**src/rtl/lock_pkg.sv**
```systemverilog
// Shared definitions for the keypad lock blocks: dialer and lock state
// encodings, digit width and the factory default code digits.
package lock_pkg;

    localparam int DIGIT_W = 4;

    localparam logic [DIGIT_W-1:0] DEFAULT_DIGIT_1 = 4'h2;
    localparam logic [DIGIT_W-1:0] DEFAULT_DIGIT_2 = 4'h3;

    // Dialer FSM encoding; RETRY is only reachable when retries are built in,
    // otherwise codes 5-7 fall back to IDLE.
    typedef enum logic [2:0] {
        IDLE  = 3'd0,
        SEND  = 3'd1,
        GAP   = 3'd2,
        WAIT  = 3'd3,
        DONE  = 3'd4,
        RETRY = 3'd5
    } dialer_state_t;

    // Encoding used by the combination-lock block on the other side.
    typedef enum logic [2:0] {
        LOCKED = 3'd0,
        OK     = 3'd1,
        BAD1   = 3'd2,
        BAD2   = 3'd3,
        OPEN   = 3'd4
    } lock_state_t;

    function automatic int max_int(input int a, input int b);
        return (a > b) ? a : b;
    endfunction

endpackage

```
**src/rtl/lock_dialer_if.sv**
```systemverilog
// Dialer <-> lock connection: digit/strobe toward the lock, Open/Fail back.
// LockReset exists only when LOCK_DIALER_RETRY_EN is defined.
interface lock_dialer_if;
    logic [lock_pkg::DIGIT_W-1:0] Digit;
    logic                         Enter;
    logic                         LockOpen;
    logic                         LockFail;
`ifdef LOCK_DIALER_RETRY_EN
    logic                         LockReset;
`endif

    modport master (
        output Digit,
        output Enter,
`ifdef LOCK_DIALER_RETRY_EN
        output LockReset,
`endif
        input  LockOpen,
        input  LockFail
    );

    modport slave (
        input  Digit,
        input  Enter,
`ifdef LOCK_DIALER_RETRY_EN
        input  LockReset,
`endif
        output LockOpen,
        output LockFail
    );
endinterface

```
**src/rtl/lock_dialer_timer.sv**
```systemverilog
// Loadable down-counter shared by the inter-digit gap and the response wait.
// expire is high while the count sits at 1, i.e. on the last counted cycle.
module lock_dialer_timer #(
    parameter int CNT_W = 5
) (
    input  logic             Clock,
    input  logic             Reset,
    input  logic             load,
    input  logic [CNT_W-1:0] load_value,
    input  logic             dec,
    output logic             expire
);
    logic [CNT_W-1:0] count_reg;
    logic [CNT_W-1:0] count_next;

    // Load wins over decrement; the count never wraps below zero.
    always_comb begin
        count_next = count_reg;
        if (load) begin
            count_next = load_value;
        end else if (dec && (count_reg != '0)) begin
            count_next = count_reg - CNT_W'(1);
        end
    end

    // Count register.
    always_ff @(posedge Clock) begin
        if (Reset) begin
            count_reg <= '0;
        end else begin
            count_reg <= count_next;
        end
    end

    assign expire = (count_reg == CNT_W'(1));
endmodule

```
**src/rtl/lock_dialer.sv**
```systemverilog
// Keypad lock initiator: on Start, presents the captured code one digit per
// Enter pulse, then waits for Open/Fail with a timeout and reports the result.
// Optional macro LOCK_DIALER_RETRY_EN: up to three automatic retries, each
// preceded by a one-cycle LockReset pulse, counted on RetryCount.
module lock_dialer
    import lock_pkg::*;
#(
    parameter int NUM_DIGITS     = 2,
    parameter int GAP_CYCLES     = 3,
    parameter int TIMEOUT_CYCLES = 16
) (
    input  logic                          Clock,
    input  logic                          Reset,
    input  logic                          Start,
    input  logic [DIGIT_W*NUM_DIGITS-1:0] Code,
    lock_dialer_if.master                 lock,
    output logic                          Busy,
    output logic                          Done,
    output logic                          Success,
    output logic                          TimedOut,
    output logic [2:0]                    State
`ifdef LOCK_DIALER_RETRY_EN
    ,
    output logic [1:0]                    RetryCount
`endif
);
    localparam int CODE_W = DIGIT_W * NUM_DIGITS;
    localparam int IDX_W  = (NUM_DIGITS > 1) ? $clog2(NUM_DIGITS) : 1;
    localparam int CNT_W  = $clog2(max_int(GAP_CYCLES, TIMEOUT_CYCLES) + 1);
    localparam logic [IDX_W-1:0] LAST_IDX = IDX_W'(NUM_DIGITS - 1);

    dialer_state_t        state_reg, state_next;
    logic [CODE_W-1:0]    code_reg, code_next;
    logic [IDX_W-1:0]     index_reg, index_next;
    logic [DIGIT_W-1:0]   digit_reg, digit_next;
    logic                 enter_reg, enter_next;
    logic                 busy_reg, busy_next;
    logic                 done_reg, done_next;
    logic                 success_reg, success_next;
    logic                 timed_out_reg, timed_out_next;

    logic                 timer_load;
    logic [CNT_W-1:0]     timer_value;
    logic                 timer_dec;
    logic                 timer_expire;
    logic                 fail_event;
    logic                 timeout_event;

`ifdef LOCK_DIALER_RETRY_EN
    logic [1:0]           retry_reg, retry_next;
    logic                 lock_reset_reg, lock_reset_next;
`endif

    lock_dialer_timer #(
        .CNT_W(CNT_W)
    ) u_timer (
        .Clock      (Clock),
        .Reset      (Reset),
        .load       (timer_load),
        .load_value (timer_value),
        .dec        (timer_dec),
        .expire     (timer_expire)
    );

    // Next-state logic; registered outputs are derived from the next state so
    // they line up with the state they describe.
    always_comb begin
        state_next     = state_reg;
        code_next      = code_reg;
        index_next     = index_reg;
        success_next   = success_reg;
        timed_out_next = timed_out_reg;
        timer_load     = 1'b0;
        timer_value    = '0;
        timer_dec      = 1'b0;
        fail_event     = 1'b0;
        timeout_event  = 1'b0;
`ifdef LOCK_DIALER_RETRY_EN
        retry_next     = retry_reg;
`endif

        case (state_reg)
            IDLE: begin
                if (Start) begin
                    code_next      = Code;
                    index_next     = '0;
                    success_next   = 1'b0;
                    timed_out_next = 1'b0;
`ifdef LOCK_DIALER_RETRY_EN
                    retry_next     = 2'd0;
`endif
                    state_next     = SEND;
                end
            end
            SEND: begin
                if (lock.LockFail) begin
                    fail_event = 1'b1;
                end else if (index_reg == LAST_IDX) begin
                    timer_load  = 1'b1;
                    timer_value = CNT_W'(TIMEOUT_CYCLES);
                    state_next  = WAIT;
                end else begin
                    timer_load  = 1'b1;
                    timer_value = CNT_W'(GAP_CYCLES);
                    state_next  = GAP;
                end
            end
            GAP: begin
                timer_dec = 1'b1;
                if (lock.LockFail) begin
                    fail_event = 1'b1;
                end else if (timer_expire) begin
                    index_next = index_reg + IDX_W'(1);
                    state_next = SEND;
                end
            end
            WAIT: begin
                timer_dec = 1'b1;
                if (lock.LockFail) begin
                    fail_event = 1'b1;
                end else if (lock.LockOpen) begin
                    success_next = 1'b1;
                    state_next   = DONE;
                end else if (timer_expire) begin
                    timeout_event = 1'b1;
                end
            end
            DONE: begin
                state_next = IDLE;
            end
`ifdef LOCK_DIALER_RETRY_EN
            RETRY: begin
                index_next = '0;
                state_next = SEND;
            end
`endif
            default: begin
                state_next = IDLE;
            end
        endcase

        // A failed or silent attempt either retries or finishes the attempt.
        if (fail_event || timeout_event) begin
`ifdef LOCK_DIALER_RETRY_EN
            if (retry_reg != 2'd3) begin
                retry_next = retry_reg + 2'd1;
                index_next = '0;
                state_next = RETRY;
            end else
`endif
            begin
                success_next   = 1'b0;
                timed_out_next = timeout_event;
                state_next     = DONE;
            end
        end

        enter_next = (state_next == SEND);
        digit_next = (state_next == SEND) ? code_next[index_next*DIGIT_W +: DIGIT_W]
                                          : digit_reg;
        busy_next  = (state_next != IDLE);
        done_next  = (state_next == DONE);
`ifdef LOCK_DIALER_RETRY_EN
        lock_reset_next = (state_next == RETRY);
`endif
    end

    // State, code/index and output registers.
    always_ff @(posedge Clock) begin
        if (Reset) begin
            state_reg     <= IDLE;
            code_reg      <= '0;
            index_reg     <= '0;
            digit_reg     <= '0;
            enter_reg     <= 1'b0;
            busy_reg      <= 1'b0;
            done_reg      <= 1'b0;
            success_reg   <= 1'b0;
            timed_out_reg <= 1'b0;
        end else begin
            state_reg     <= state_next;
            code_reg      <= code_next;
            index_reg     <= index_next;
            digit_reg     <= digit_next;
            enter_reg     <= enter_next;
            busy_reg      <= busy_next;
            done_reg      <= done_next;
            success_reg   <= success_next;
            timed_out_reg <= timed_out_next;
        end
    end

`ifdef LOCK_DIALER_RETRY_EN
    // Retry bookkeeping registers.
    always_ff @(posedge Clock) begin
        if (Reset) begin
            retry_reg      <= 2'd0;
            lock_reset_reg <= 1'b0;
        end else begin
            retry_reg      <= retry_next;
            lock_reset_reg <= lock_reset_next;
        end
    end

    assign RetryCount     = retry_reg;
    assign lock.LockReset = lock_reset_reg;
`endif

    assign lock.Digit = digit_reg;
    assign lock.Enter = enter_reg;
    assign Busy       = busy_reg;
    assign Done       = done_reg;
    assign Success    = success_reg;
    assign TimedOut   = timed_out_reg;
    assign State      = state_reg;
endmodule

```
**src/flat_wrapper.sv**
```systemverilog
// flat-port wrapper written by rule: the top's interface ports become plain ports
module lock_dialer_flat import lock_pkg::*;
#(
    parameter int NUM_DIGITS     = 2,
    parameter int GAP_CYCLES     = 3,
    parameter int TIMEOUT_CYCLES = 16
)
  (Clock, Reset, Start, Code, Busy, Done, Success, TimedOut, State, lock_Digit, lock_Enter, lock_LockOpen, lock_LockFail);
  lock_dialer_if lock_i ();
  input  logic Clock;
  input  logic Reset;
  input  logic Start;
  input  logic [DIGIT_W*NUM_DIGITS-1:0] Code;
  output logic Busy;
  output logic Done;
  output logic Success;
  output logic TimedOut;
  output logic [2:0] State;
  output wire logic [$bits(lock_i.Digit)-1:0] lock_Digit;
  output wire logic [$bits(lock_i.Enter)-1:0] lock_Enter;
  input wire logic [$bits(lock_i.LockOpen)-1:0] lock_LockOpen;
  input wire logic [$bits(lock_i.LockFail)-1:0] lock_LockFail;
  assign lock_Digit = lock_i.Digit;
  assign lock_Enter = lock_i.Enter;
  assign lock_i.LockOpen = lock_LockOpen;
  assign lock_i.LockFail = lock_LockFail;
  lock_dialer #(.NUM_DIGITS(NUM_DIGITS), .GAP_CYCLES(GAP_CYCLES), .TIMEOUT_CYCLES(TIMEOUT_CYCLES)) u_core (.Clock(Clock), .Reset(Reset), .Start(Start), .Code(Code), .lock(lock_i), .Busy(Busy), .Done(Done), .Success(Success), .TimedOut(TimedOut), .State(State));
endmodule
```
**config.mk**
```make
export PLATFORM = sky130hd
export DESIGN_NAME = lock_dialer_flat
export DESIGN_NICKNAME = d
export VERILOG_FILES = /design/src/rtl/lock_pkg.sv /design/src/rtl/lock_dialer_if.sv /design/src/rtl/lock_dialer_timer.sv /design/src/rtl/lock_dialer.sv /design/src/flat_wrapper.sv
export SDC_FILE = /design/constraint.sdc
export NUM_CORES = 1
export LEC_CHECK = 0
export CAP_MARGIN = 25
export CORE_MARGIN = 8
export CORE_UTILIZATION = 40
export DETAILED_ROUTE_END_ITERATION = 8
export GPL_ROUTABILITY_DRIVEN = 0
export PLACE_DENSITY_LB_ADDON = 0.15
export SETUP_SLACK_MARGIN = 0.5
export SLEW_MARGIN = 5
export SYNTH_ARGS = -nofsm -noshare
export SYNTH_HDL_FRONTEND = slang
export SYNTH_SLANG_ARGS = --single-unit
```
**constraint.sdc**
```tcl
create_clock -name Clock -period 1.9 [get_ports Clock]
set_input_delay 0.19 -clock Clock [delete_from_list [all_inputs] [get_ports Clock]]
set_output_delay 0.19 -clock Clock [all_outputs]
set_load 0.01 [all_outputs]
```
## Word level (Yosys, flattened, before mapping)

Cells that the tools add are included.
Widths: inputs -> output; s select.

- Bits in registers: 26
- Bits of input ports: 13
- Output and inout port bits: 12
- Logic and storage cells: 71

- Add/subtract/negate cells: 2
- Eq/ne operators: 9
- Shifts and indexed selects: 1
- Muxes and demuxes: 35
- Reductions and logical operators: 14

Operators by type and width:

| operator | number |
|---|---|
| $mux 5 | 5 |
| $mux 3 | 7 |
| $mux 1 | 18 |
| $mux 8 | 2 |
| $pmux 3 s4 | 1 |
| $reduce_bool 2->1 | 4 |
| $shiftx 8x4->4 | 1 |
| $eq 3x1->1 const B | 2 |
| $eq 3x2->1 const B | 2 |
| $ne 2x2->1 const B | 3 |
| $eq 5x1->1 const B | 1 |
| $reduce_bool 5->1 | 1 |
| $sub 5x1->5 const B | 1 |
| $pmux 1 s2 | 2 |
| $reduce_and 4->1 | 1 |
| $reduce_or 2->1 | 2 |
| $eq 3x3->1 const B | 1 |
| $logic_not 3->1 | 1 |
| $reduce_bool 3->1 | 1 |
| $reduce_or 3->1 | 1 |
| $reduce_and 2->1 | 1 |
| $add 1x1->1 const B | 1 |
| $logic_and 1x1->1 | 1 |
| $logic_or 1x1->1 | 1 |

## Logic depth before layout (Yosys ltp)

Gate-level depths: netlist of the first run.

- Depth in word-level cells: 8
- Gate-level depth with buffers: 7
- Depth with buffers taken out: 6

## Modules after synthesis

A second synthesis of the first run with hierarchy kept.

- Cells, all modules: 165
- Area total of the unflattened synthesis: 1338.8 um^2

By module, submodules not included:

| module | instances | cells each | area each (um^2) | sequential area each (um^2) |
|---|---|---|---|---|
| lock_dialer | 1 | 125 | 1006.0 | 420.4 |
| lock_dialer_timer | 1 | 40 | 332.8 | 100.1 |

## Worst setup path before layout of the first run

No wires, ideal clock.

- Path type: reg2reg
- From: reg u_core.state_reg[1], in the netlist u_core.State[1]
- To: reg u_core.digit_reg[0], in the netlist u_core.lock.Digit[0]
- Setup time: 0.103 ns
- Arrival time: 1.400 ns
- Required time: 1.797 ns
- Path slack: 0.397 ns
- Stages on the path, launching flop included: 7
- Path buffers: 1
- Period minus slack after synthesis: 1.503 ns
- Cells stage by stage: dfxtp_1 -> buf_4 -> nor2_2 -> nand3b_4 -> nand2_1 -> a31o_1 -> a2111oi_2

- Cells in the longest elaborated chain, start to end: 6
- Elaborated cells on any way between the ends: 20
- Classes of those cells: eq/ne: 4; shift: 1; mux: 12; reduce/logical: 3

Ends and longest elaborated chain:

| item | line | RTL |
|---|---|---|
| start, declared | lock_dialer.sv:32 | `dialer_state_t state_reg, state_next;` |
| start signal, assigned | lock_dialer.sv:181 | `state_reg <= state_next;` |
| $eq 3x1->1 / $eq 3x2->1 (equally long branches) | lock_dialer.sv:82 | `case (state_reg)` |
| $reduce_or 3->1 (no line) | n/a |  |
| $mux 1 | n/a |  |
| $logic_or 1x1->1 | lock_dialer.sv:143 | `if (fail_event \|\| timeout_event) begin` |
| $mux 3 | lock_dialer.sv:143 |  |
| $eq 3x1->1 | lock_dialer.sv:159 | `digit_next = (state_next == SEND) ? code_next[index_next*DIGIT_W +: DIGIT_W]` |
| end signal, assigned | lock_dialer.sv:184 | `digit_reg <= digit_next;` |
| end, declared | lock_dialer.sv:35 | `logic [DIGIT_W-1:0] digit_reg, digit_next;` |

Several ways; a longest one is shown, not always the timed one.
A chain may end at the register's enable or synchronous reset.

## Worst setup path in the final report of the first run

- From: reg u_core.state_reg[1], in the netlist u_core.State[1]
- To: reg u_core.busy_reg, in the netlist u_core.Busy

- Cells in the longest elaborated chain, start to end: 6
- Elaborated cells on any way between the ends: 17
- Classes of those cells: eq/ne: 3; mux: 10; reduce/logical: 4

Ends and longest elaborated chain:

| item | line | RTL |
|---|---|---|
| $eq 3x1->1 / $eq 3x2->1 (equally long branches) | lock_dialer.sv:82 |  |
| $reduce_or 3->1 (no line) | n/a |  |
| $mux 1 | n/a |  |
| $logic_or 1x1->1 | lock_dialer.sv:143 |  |
| $mux 3 * | lock_dialer.sv:143 |  |
| $reduce_bool 3->1 * | lock_dialer.sv:161 | `busy_next = (state_next != IDLE);` |
| end signal, assigned | lock_dialer.sv:186 | `busy_reg <= busy_next;` |
| end, declared | lock_dialer.sv:37 | `logic busy_reg, busy_next;` |

Every way passes the cells marked *; elsewhere a longest branch is shown, timed or not.

==> impl_metrics.tcl, run 1 <==
set metrics [dict create \
    p_comb_frac 0.313 \
    avgSynthCellArea_sq_um 8.52 \
    nets 222 \
    drv_slew 0 \
    finalSetupViolations 0 \
    stdcell_area_sq_mm 0.00206 \
    endpoint_kind "register" \
    clk_latency_ps 330 \
    ys_types 44 \
    p_leak_nw 0.883 \
    synth_xor_area_frac 0.0269 \
    clock_sinks 26 \
    reg2regPathDepth 8 \
    tns_ps 0 \
    vias_per_cell 5.36 \
    dpl-instance-area_sq_mm 0.00162 \
    p_seq_frac 0.425 \
    r2r_slack_ps 340 \
    grt_util_met1 0.140 \
    crit_start "u_core.State[1]" \
    regToRegEndpoint "u_core.Busy" \
    synthCells 153 \
    relSlewSlack 0.783 \
    drc 0 \
    finalCritPeriodShare 0.821 \
    yosysMostFrequentCell "dfxtp_1" \
    final_hold_viol_count 0 \
    synth_compound_area_frac 0.193 \
    critical_path_class "register to register" \
    diodes 0 \
    grtUsageMet2 0.235 \
    dp.cells 221 \
    routedWlPerCell_microns 15.1 \
    dr.pass1.iters 4 \
    p_sw_mw 0.433 \
    synth.area.mux_share 0.0230 \
    crit_end "u_core.Busy" \
    ir_drop_mv 0.344 \
    powerDensity_mw_per_mm2 718 \
    die_y_microns 73.1 \
    clkSlewWorstSetupHoldPaths_ps 150 \
    dp_hpwl_microns 2160 \
    dr_total_vias 1334 \
    dp_slack_ps 48.9 \
    synth_area_leaders "dfxtp_1 40%, nand2_1 6.3%, nor2_1 5.8%, a21oi_1 4.6%, a211oi_1 2.9%" \
    whs_ps 421 \
    synth_top_family_by_area "simple AND/OR/NAND/NOR gates" \
    drt-initial-drc-count 123 \
    crit_path_max_fanout 5 \
    ant_nets 0 \
    total_power_mw 1.48 \
    synth_top_area_frac 0.399 \
    grtUsageTotal 0.130 \
    ctsHoldBuffers 0 \
    numCtsBuffers 3 \
    grt_pass1_vias 1297 \
    gr-total-overflow 0 \
    root_buffer "clkbuf_4" \
    fin_ws_ps 340 \
    synth_common_cells "26 x dfxtp_1, 22 x nand2_1, 20 x nor2_1" \
    r2r_start "u_core.State[1]" \
    largest_register_ffs 8 \
    cts_tree "yes" \
    cp.required_ps 2140 \
    skew_ps 4.35 \
    synthesis.area_sq_mm 0.00130 \
    clkPwrFrac 0.262 \
    cts_max_path_buffers 2 \
    cts-htree-levels 1 \
    syn_to_final_growth_pct 58.2 \
    ys_ff_latch 26 \
    synth_top_area_cell "dfxtp_1" \
    layout-drive-gt1-share 0.380 \
    die_x_microns 73.1 \
    tightest_slew_ps 323 \
    wl_microns 3760 \
    final_cells 249 \
    synthFlopType "dfxtp_1" \
    start_util 0.424 \
    ys_warn_count 0 \
    core_region_area_sq_mm 0.00308 \
    worst_setup_path_start_kind "register" \
    grt_antenna_before_repair 0 \
    cap_violations 0 \
    synth_edf_count 0 \
    gr-max-usage-layer "met2" \
    hp-class "primary input to register" \
    syn-num-nets 169 \
    period_minus_slack_ps 1560 \
    max_freq_mhz 641 \
    io_pins 25 \
    synthAdderAreaFrac 0.0288 \
    synthArstFlopShare 0 \
    yosysSeqAreaShare 0.399 \
    fp.dieArea_sq_mm 0.00534 \
    rsz0062_at_grt "true" \
    grt_max_degree 19 \
    rows 20 \
    status "complete, no violations" \
    p_int_mw 1.05 \
    use_met3 0.0343 \
    synthSimpleGateAreaFrac 0.271 \
    grt_pass1_wl_microns 5620 \
    port_buffers 24 \
    p_sw_frac 0.292 \
    fin_util 0.670 \
    worstPathArrival_ps 1800 \
]
area by class of cell:
type	instances	area, sq um
clock buffers	3	22.5
clock inverters	1	30.0
fillers	252	1020
inverters	7	26.3
multi-input cells	114	892
flip-flops and latches	26	541
well taps	44	55.1
repair buffers	54	495
cells by family (layout without fill, tap and decap cells):
family	Yosys count	count (layout)
buf+inv	14	65
fa+ha+maj	3	3
simple gates	67	68
xor+xnor	4	4
flops	26	26
compound gates	36	36
mux	3	3
worst max-delay path, cell delays in order, from the launching register on:
cell	delay, ps
dfxtp_2	360
buf_6	120
buf_4	130
buf_6	110
nand3b_1	150
a21oi_1	100
a211oi_4	240
o41a_1	200
o21bai_1	60
power groups by stage:
stage                     clock network [mW]  registers [mW]  logic, mW
after floorplan                            0           0.641      0.200
after global routing                   0.410           0.634      0.500
after global placement                     0           0.641      0.310
after CTS                              0.392           0.625      0.393
final                                  0.387           0.629      0.463
after detailed placement                   0           0.642      0.316
worst min path at each step:
| stage | startpoint | end | slack [ps] | depth (start not counted) |
|---|---|---|---|---|
| final | Code[3] | u_core.code_reg[3] | 420 | 3 |
| after global routing | Code[3] | u_core.code_reg[3] | 420 | 3 |
| after CTS | Code[3] | u_core.code_reg[3] | 430 | 3 |
| after detailed placement | u_core.code_reg[3] | u_core.code_reg[3] | 450 | 2 |
| after global placement | u_core.code_reg[3] | u_core.code_reg[3] | 450 | 2 |
| after floorplan | Reset | u_core.lock.Digit[0] | 260 | 1 |
what timing repair did:
action	CTS	global route
gates resized for setup	34	32
setup buffers	17	6
pin swaps	14	17
endpoints found under the setup margin	24	21
cloned	1	0
cells in the final DEF, fill, tap and decap left out, types with 3 or more instances in the layout:
| cell type | synthesis | final |
|---|---|---|
| clkdlybuf4s50_1 | 0 | 12 |
| xor2_1 | 3 | 3 |
| buf_6 | 2 | 9 |
| a211oi_1 | 5 | 3 |
| nor3_1 | 6 | 4 |
| buf_4 | 2 | 21 |
| clkbuf_4 | 0 | 3 |
| dlymetal6s2s_1 | 0 | 3 |
| dfxtp_2 | 0 | 4 |
| dlygate4sd2_1 | 0 | 9 |
| nor2_1 | 20 | 18 |
| nand2_1 | 22 | 19 |
| dfxtp_4 | 0 | 4 |
| inv_1 | 6 | 4 |
| o21ai_0 | 4 | 3 |
| dfxtp_1 | 26 | 18 |
| a21oi_1 | 12 | 12 |
routing by layer:
layer  routed length, microns  part of all wire
met1                     1650              0.44
met2                     1860              0.49
met3                      211             0.056
met4                       40             0.011
met5                        0                 0
Note: power is estimated with default switching activity, not from simulation.
==> run 2: changes to the inputs <==
==> constraint.sdc (replaced) <==
create_clock -name Clock -period 1.4 [get_ports Clock]
set_input_delay 0.14 -clock Clock [delete_from_list [all_inputs] [get_ports Clock]]
set_output_delay 0.14 -clock Clock [all_outputs]
set_load 0.01 [all_outputs]
==> run 2 against run 1 <==
Power up 47%; critical path depth decreased by 3; highest routed layer unchanged; the run now ends with negative setup slack left; global-route usage grew 2.9 points; wire length increased by 16%; final cell count grew 10%; sequential share of layout area shrank 2.8 points; first-iteration DRC count is 34% lower; setup slack got worse by 540 ps.
==> impl_metrics.tcl, run 2 (synthesis gave the netlist of run 1 again) <==
set metrics [dict create \
    drv_slew 0 \
    tightest_slew_ps 345 \
    die_x_microns 73.1 \
    max_freq_mhz 625 \
    worst_setup_path_start_kind "register" \
    clk_latency_ps 340 \
    vias_per_cell 5.35 \
    dp_hpwl_microns 2530 \
    dp_slack_ps -373 \
    p_leak_nw 0.964 \
    dr_total_vias 1472 \
    fp.dieArea_sq_mm 0.00534 \
    layout-drive-gt1-share 0.580 \
    violations "negative setup slack" \
    crit_path_max_fanout 8 \
    fillers 208 \
    r2r_start "u_core.State[0]" \
    gr-total-overflow 0 \
    total_power_mw 2.17 \
    regArea_sq_um 546 \
    fin_ws_ps -199 \
    worstPathArrival_ps 1850 \
    finalCritPeriodShare 1.14 \
    endpoint_kind "register" \
    cts-htree-levels 1 \
    final_cells 275 \
    core_region_area_sq_mm 0.00308 \
    hp-class "primary input to register" \
    final_common_cell "buf_4" \
    ir_drop_mv 0.552 \
    port_buffers 24 \
    io_pins 25 \
    ant_nets 0 \
    cts_tree "yes" \
    relSlewSlack 0.770 \
    routedWlPerCell_microns 15.9 \
    finalSetupViolations 19 \
    diodes 0 \
    powerDensity_mw_per_mm2 934 \
    wl_microns 4380 \
    drt-initial-drc-count 81 \
    dr.pass1.iters 4 \
    clkSlewWorstSetupHoldPaths_ps 160 \
    clock_sinks 26 \
    syn_to_final_growth_pct 78.6 \
    nets 248 \
    grt_pass1_wl_microns 6860 \
    multi_input_area_sq_um 907 \
    drc 0 \
    largest_register_ffs 8 \
    grt_pass1_vias 1527 \
    cts_max_path_buffers 2 \
    grt_max_degree 22 \
    mostFrequentLayoutCells "39 x buf_4, 26 x buf_6, 17 x nor2_1" \
    rows 20 \
    whs_path_depth 3 \
    regToRegEndpoint "u_core.lock.Digit[1]" \
    cap_violations 0 \
    tns_ps -1870 \
    grtUsageTotal 0.159 \
    hp-start "Code[3]" \
    critical_path_class "register to register" \
    grt_antenna_before_repair 0 \
    cp.required_ps 1650 \
    r2r_slack_ps -200 \
    whs_ps 380 \
    crit_start "u_core.State[0]" \
    reg2regPathDepth 5 \
    skew_ps 15.1 \
    status "finished with violations" \
    rsz0062_at_grt "true" \
    ctsHoldBuffers 0 \
    dp.cells 244 \
    final_hold_viol_count 0 \
    period_minus_slack_ps 1600 \
    hold_end "u_core.code_reg[3]" \
    root_buffer "clkbuf_4" \
    start_util 0.424 \
    die_y_microns 73.1 \
    numCtsBuffers 3 \
]
==> run 2: cell count changes in the layout (fill, tap and decap cells not counted), sizes merged <==
cell           delta
dlygate4sd2       -9
buf              +38
dlymetal6s2s      -3
clkdlybuf4s15     +1
and4              -1
==> run 2: area by class of cell <==
type | count | area share
multi-input combinational | 113 | 0.390
inverter | 7 | 0.0113
tap | 44 | 0.0236
clock buffer | 3 | 0.00967
sequential | 26 | 0.234
clock inverter | 1 | 0.0129
timing repair buffer | 81 | 0.319
==> run 2: worst max path at each step <==
stage                                 to
floorplan           u_core.lock.Digit[3]
global placement    u_core.lock.Digit[1]
detailed placement  u_core.lock.Digit[3]
CTS                 u_core.lock.Digit[3]
global route        u_core.lock.Digit[3]
finish              u_core.lock.Digit[1]
==> run 2: per-stage QoR <==
| step | cell area (sq um) | utilization |
|---|---|---|
| 2_1_floorplan | 1360 | - |
| 3_3_place_gp | 1820 | 0.590 |
| 3_5_place_dp | 1820 | 0.590 |
| 4_1_cts | 2140 | 0.696 |
| 5_1_grt | 2330 | 0.757 |
| 6_report | 2330 | 0.757 |
==> run 2: timing repair <==
| action | in CTS | in global routing |
|---|---|---|
| cloned | 1 | 0 |
| setup buffers | 16 | 10 |
| endpoints found under the setup margin | 38 | 38 |
| resized for setup | 93 | 31 |
| pin swaps | 14 | 14 |
==> run 2: power breakdown <==
group	leakage, nW	total [mW]	switching, mW	internal [mW]
Clock	0.0279	0.536	0.246	0.290
Combinational	0.717	0.782	0.350	0.432
Sequential	0.219	0.856	0.0463	0.810
Total	0.964	2.17	0.643	1.53
==> run 2: worst max-delay path, cell delays in order (launching register included) <==
cell       delay [ps]
dfxtp_4           390
buf_4             150
nor3b_2           190
and4_4            360
a211oi_1           90
a2111oi_2         320
==> run 2: layer usage <==
layer | GRT usage | vias up | share of wire
met4 | 0.0622 | 0 | 0.025
met3 | 0.0371 | 12 | 0.057
met1 | 0.176 | 714 | 0.39
met2 | 0.284 | 49 | 0.53
li1 | - | 697 | -
met5 | 0 | - | 0
